[src/rtl/router_ingress.sv]
// rtl/router_ingress.sv - 1x3 router input stage: header parse, FIFO routing, parity check
module router_ingress #(
    parameter int DW     = 8,
    parameter bit PAR_WR = 1'b1
) (
    input  logic          clock,
    input  logic          resetn,
    input  logic [DW-1:0] data_in,
    input  logic          pkt_vld,
    input  logic [2:0]    fifo_full,
    output logic          busy,
    output logic          error,
    output logic [DW-1:0] dout,
    output logic [2:0]    wr_en,
    output logic          pkt_done
);

    localparam logic [1:0] S_IDLE   = 2'd0;
    localparam logic [1:0] S_DATA   = 2'd1;
    localparam logic [1:0] S_PARITY = 2'd2;
    localparam logic [1:0] S_DROP   = 2'd3;

    logic [1:0]    r_state;
    logic [1:0]    r_dest;
    logic [5:0]    r_count;
    logic [DW-1:0] r_par;
    logic          r_error;
    logic          r_pkt_done;

    logic          w_busy;
    logic          w_acc;
    logic          w_wr_ok;
    logic [1:0]    w_sel;
    logic [3:0]    w_full4;

    // Destination 3 never has a FIFO, so its full flag reads as 0.
    assign w_full4 = {1'b0, fifo_full};

    always_comb begin
        w_busy  = 1'b0;
        w_sel   = r_dest;
        w_wr_ok = 1'b0;
        case (r_state)
            S_IDLE: begin
                w_sel   = data_in[1:0];
                w_busy  = pkt_vld & w_full4[data_in[1:0]];
                w_wr_ok = (data_in[1:0] != 2'd3);
            end
            S_DATA: begin
                w_busy  = w_full4[r_dest];
                w_wr_ok = 1'b1;
            end
            S_PARITY: begin
                w_busy  = w_full4[r_dest];
                w_wr_ok = PAR_WR;
            end
            default: ;
        endcase
    end

    assign w_acc    = pkt_vld & ~w_busy;
    assign busy     = w_busy;
    assign dout     = data_in;
    assign wr_en    = (w_acc & w_wr_ok) ? (3'b001 << w_sel) : 3'b000;
    assign error    = r_error;
    assign pkt_done = r_pkt_done;

    always_ff @(posedge clock or negedge resetn) begin
        if (!resetn) begin
            r_state    <= S_IDLE;
            r_dest     <= 2'd0;
            r_count    <= 6'd0;
            r_par      <= '0;
            r_error    <= 1'b0;
            r_pkt_done <= 1'b0;
        end else begin
            r_pkt_done <= 1'b0;
            if (w_acc) begin
                case (r_state)
                    S_IDLE: begin
                        r_dest  <= data_in[1:0];
                        r_count <= data_in[7:2];
                        r_par   <= data_in;
                        r_error <= 1'b0;
                        if (data_in[1:0] == 2'd3)
                            r_state <= S_DROP;
                        else if (data_in[7:2] != 6'd0)
                            r_state <= S_DATA;
                        else
                            r_state <= S_PARITY;
                    end
                    S_DATA: begin
                        r_par   <= r_par ^ data_in;
                        r_count <= r_count - 6'd1;
                        if (r_count == 6'd1)
                            r_state <= S_PARITY;
                    end
                    S_PARITY: begin
                        r_error    <= (data_in != r_par);
                        r_pkt_done <= 1'b1;
                        r_state    <= S_IDLE;
                    end
                    default: begin
                        // Dropped packet: burn the payload, flag the error on its parity byte.
                        if (r_count != 6'd0) begin
                            r_count <= r_count - 6'd1;
                        end else begin
                            r_error    <= 1'b1;
                            r_pkt_done <= 1'b1;
                            r_state    <= S_IDLE;
                        end
                    end
                endcase
            end
        end
    end

endmodule
[config.mk]
export PLATFORM = sky130hd
export DESIGN_NAME = router_ingress
export DESIGN_NICKNAME = d
export VERILOG_FILES = /design/src/rtl/router_ingress.sv
export SDC_FILE = /design/constraint.sdc
export NUM_CORES = 1
export LEC_CHECK = 0
export ABC_AREA = 1
export CORE_MARGIN = 4
export CORE_UTILIZATION = 48
export CTS_BUF_LIST = sky130_fd_sc_hd__clkbuf_8 sky130_fd_sc_hd__clkbuf_16
export CTS_CLUSTER_DIAMETER = 100
export DETAILED_ROUTE_END_ITERATION = 10
export GPL_TIMING_DRIVEN = 0
export PLACE_DENSITY = 0.82
export SYNTH_ARGS = -nofsm -noshare
export SYNTH_HDL_FRONTEND = slang
export SYNTH_SLANG_ARGS = --single-unit
[constraint.sdc]
create_clock -name clock -period 1.8 [get_ports clock]
set_clock_uncertainty 0.1 [all_clocks]
set_input_delay 0.36 -clock clock [delete_from_list [all_inputs] [get_ports clock]]
set_output_delay 0.36 -clock clock [all_outputs]
set_load 0.03 [all_outputs]
==> flow_metrics.env <==
export IMPL_ant_nets=0
export IMPL_outcome="finished with violations"
export IMPL_htreeDepth=1
export IMPL_nFillCells=280
export IMPL_power_share_sequential=0.199
export IMPL_synth_main_ff_cell="dfrtp_1"
export IMPL_setup_viol=12
export IMPL_syn_area_um2=1690
export IMPL_grt_pass1_wl_um=7590
export IMPL_clkPwrFrac=0.081
export IMPL_total_leakage_power_uw=0.00125
export IMPL_yosysTopAreaCell="dfrtp_1"
export IMPL_vias=1748
export IMPL_avgSynthCellArea_um2=6.67
export IMPL_hpwl_um=2900
export IMPL_worst_slew_pin_slew_ns=0.935
export IMPL_crit_buf_inv=6
export IMPL_num_rows=21
export IMPL_synthesis_nets=275
export IMPL_slew_headroom=0.374
export IMPL_vias_per_cell=5.11
export IMPL_routabilityCongestion=0.857
export IMPL_dieHeight_um=67.3
export IMPL_finalPower_uw=4320
export IMPL_grt_pass1_vias=1595
export IMPL_yosys_warnings=0
export IMPL_postLayoutCoreUtil=0.706
export IMPL_cp_slowest_cell="dfrtp_2"
export IMPL_p_int_uw=2170
export IMPL_clockBufferDepth=2
export IMPL_ys_seq_area_frac=0.297
export IMPL_synth_seq_cells=20
export IMPL_port_buffer_count=27
export IMPL_regToRegSetupSlack_ns=-0.07
export IMPL_peakVddDrop_mv=0.897
export IMPL_clock_latency_ns=0.26
export IMPL_cts_buffers_inserted=3
export IMPL_synth_edf_count=0
export IMPL_period_share=1.26
export IMPL_worst_slack_ns=-0.461
export IMPL_p_sw_frac=0.499
export IMPL_yosys_cell_count_top_type="nand2_1"
export IMPL_die_x_um=67.3
export IMPL_drt_total_wl_um=4580
export IMPL_ys_top_cells_by_count="nand2_1, inv_1, dfrtp_1, nor2_1, o21ai_0"
export IMPL_crit_top_cell="buf_6"
export IMPL_final_max_slew_viol_count=0
export IMPL_arrival_ns=1.80
export IMPL_startpoint_type="flip-flop"
export IMPL_synthDistinctLibCells=26
export IMPL_cts_tree="yes"
export IMPL_area_growth_pct=40.8
export IMPL_antenna_found_initial=0
export IMPL_crit_type="flip-flop to primary output"
export IMPL_dieArea_um2=4530
export IMPL_io_pins=28
export IMPL_cts_sinks=20
export IMPL_fin_setup_tns_ns=-2.27
export IMPL_synthCells=253
export IMPL_core_um2=3360
export IMPL_fmax_ghz=0.442
export IMPL_start_util=0.501
export IMPL_synth_area_leaders="dfrtp_1, nand2_1, inv_1"
export IMPL_drt_iter0_drc=116
export IMPL_drc=0
export IMPL_drive_gt1_frac=0.284
export IMPL_cts_root_buf="clkbuf_8"
export IMPL_synth_top_area_frac=0.297
export IMPL_ys_async_sr_fraction=1.00
export IMPL_path_max_fanout=4
export IMPL_firstDrtPassIters=4
export IMPL_p_per_area_nw_per_um2=1820
export IMPL_grt_use_total=0.217
export IMPL_cap_violations=0
export IMPL_grt_max_degree=21
export IMPL_violations="setup timing"
export IMPL_path_cells="inv_2 > ha_4 > buf_6 > inv_4 > buf_8 > nor2_4 > a21oi_4 > buf_12 > nor3_4 > buf_6"
export IMPL_final_nets=319
export IMPL_grt_ovfl_total=0
export IMPL_hold_viol=0
export IMPL_ctsHoldBuffers=0
export IMPL_fin_crit_ns=2.26
export IMPL_p_sw_uw=2160
export IMPL_path_clk_slew_ns=0.08
export IMPL_hp_class="flip-flop to flip-flop"
export IMPL_holdWs_ns=0.406
export IMPL_slowest_delay_ns=0.42
export IMPL_cp_end_kind="primary output"
export IMPL_wl_per_cell_um=13.4
export IMPL_antenna_cells=0
export IMPL_crit_family="buffers and inverters"
export IMPL_rsz0062_at_grt="yes"
export IMPL_p_comb_frac=0.720
export IMPL_worstPathRequired_ns=1.34
[power groups by stage]
| stage | combinational, µW | sequential [µW] | clock [µW] |
|---|---|---|---|
| after floorplan | 1930 | 861 | 0 |
| after global placement | 2410 | 871 | 0 |
| after detailed placement | 2450 | 878 | 0 |
| after CTS | 2920 | 854 | 349 |
| after global routing | 3430 | 878 | 377 |
| final | 3110 | 859 | 352 |
[worst min-delay path, stage by stage (launching register included)]
cell and delay (ns):
dfrtp_1 0.36, nand2_1 0.07, o21ai_2 0.05
[cell type report]
| cell class | count | area [µm²] | share of cell area |
|---|---|---|---|
| clock buffer | 4 | 55.1 | 0.0232 |
| buffer | 14 | 130 | 0.0548 |
| inverter | 41 | 160 | 0.0674 |
| tap | 46 | 57.6 | 0.0242 |
| timing repair buffer | 40 | 417 | 0.175 |
| sequential | 20 | 503 | 0.212 |
| multi-input combinational | 177 | 1050 | 0.443 |
[stage by stage]
stage / setup slack (ns) / std cells / cell area, µm²
finish: -0.461 / 342 / 2370
global route: -0.541 / 342 / 2370
CTS: -0.415 / 341 / 2330
detailed placement: -1.23 / 326 / 2120
global placement: -1.21 / 326 / 2120
floorplan: -0.190 / 253 / 1790
[cell families after synthesis]
logic type                 Yosys count  synth area share
xor gates and xnor gates             4            0.0208
DFF                                 20             0.297
adders and majority gates            8            0.0593
AOI/OAI and AO/OA                   33             0.119
and+or+nand+nor                    132             0.348
buffers and inverters               56             0.156
[layer usage]
layer	wire length, µm	vias to the layer above	global-route usage
met2	2230	50	0.361
met1	2120	820	0.288
li1	-	870	-
met4	61	0	0.0684
met3	168	8	0.0333
met5	0	-	0
[sequential cells by signal, indices dropped and copies added, names as in the netlist]
name      cells
r_state       2
r_count       6
pkt_done      1
r_par         8
r_dest        2
error         1
[worst paths after layout]
kind | start | to | depth (start not counted)
max in group asynchronous | resetn | r_state[0] | 1
max | r_state[1] | wr_en[2] | 10
min in group asynchronous | resetn | r_par[7] | 1
max reg2reg | r_state[1] | r_par[6] | 12
min reg2reg | r_par[5] | r_par[5] | 2
min | r_par[5] | r_par[5] | 2
[cells in the final DEF, fill, tap and decap left out, types with 8 or more instances in the layout]
cell | netlist | layout
nand2_1 | 79 | 77
o21ai_2 | 8 | 9
nand3_1 | 14 | 12
buf_4 | 8 | 17
buf_6 | 1 | 8
dlygate4sd2_1 | 0 | 8
nand4_1 | 9 | 9
inv_1 | 41 | 33
nor2_1 | 18 | 15
dfrtp_1 | 20 | 18
o21ai_0 | 18 | 16
[timing repair]
item,in CTS,in global routing
gates resized for setup,73,13
setup endpoints to repair,30,26
setup buffers,11,1
endpoints found under the hold margin,0,0
cloned,1,0
pin swaps,6,5
No activity file was read; power rests on OpenSTA's default activity.
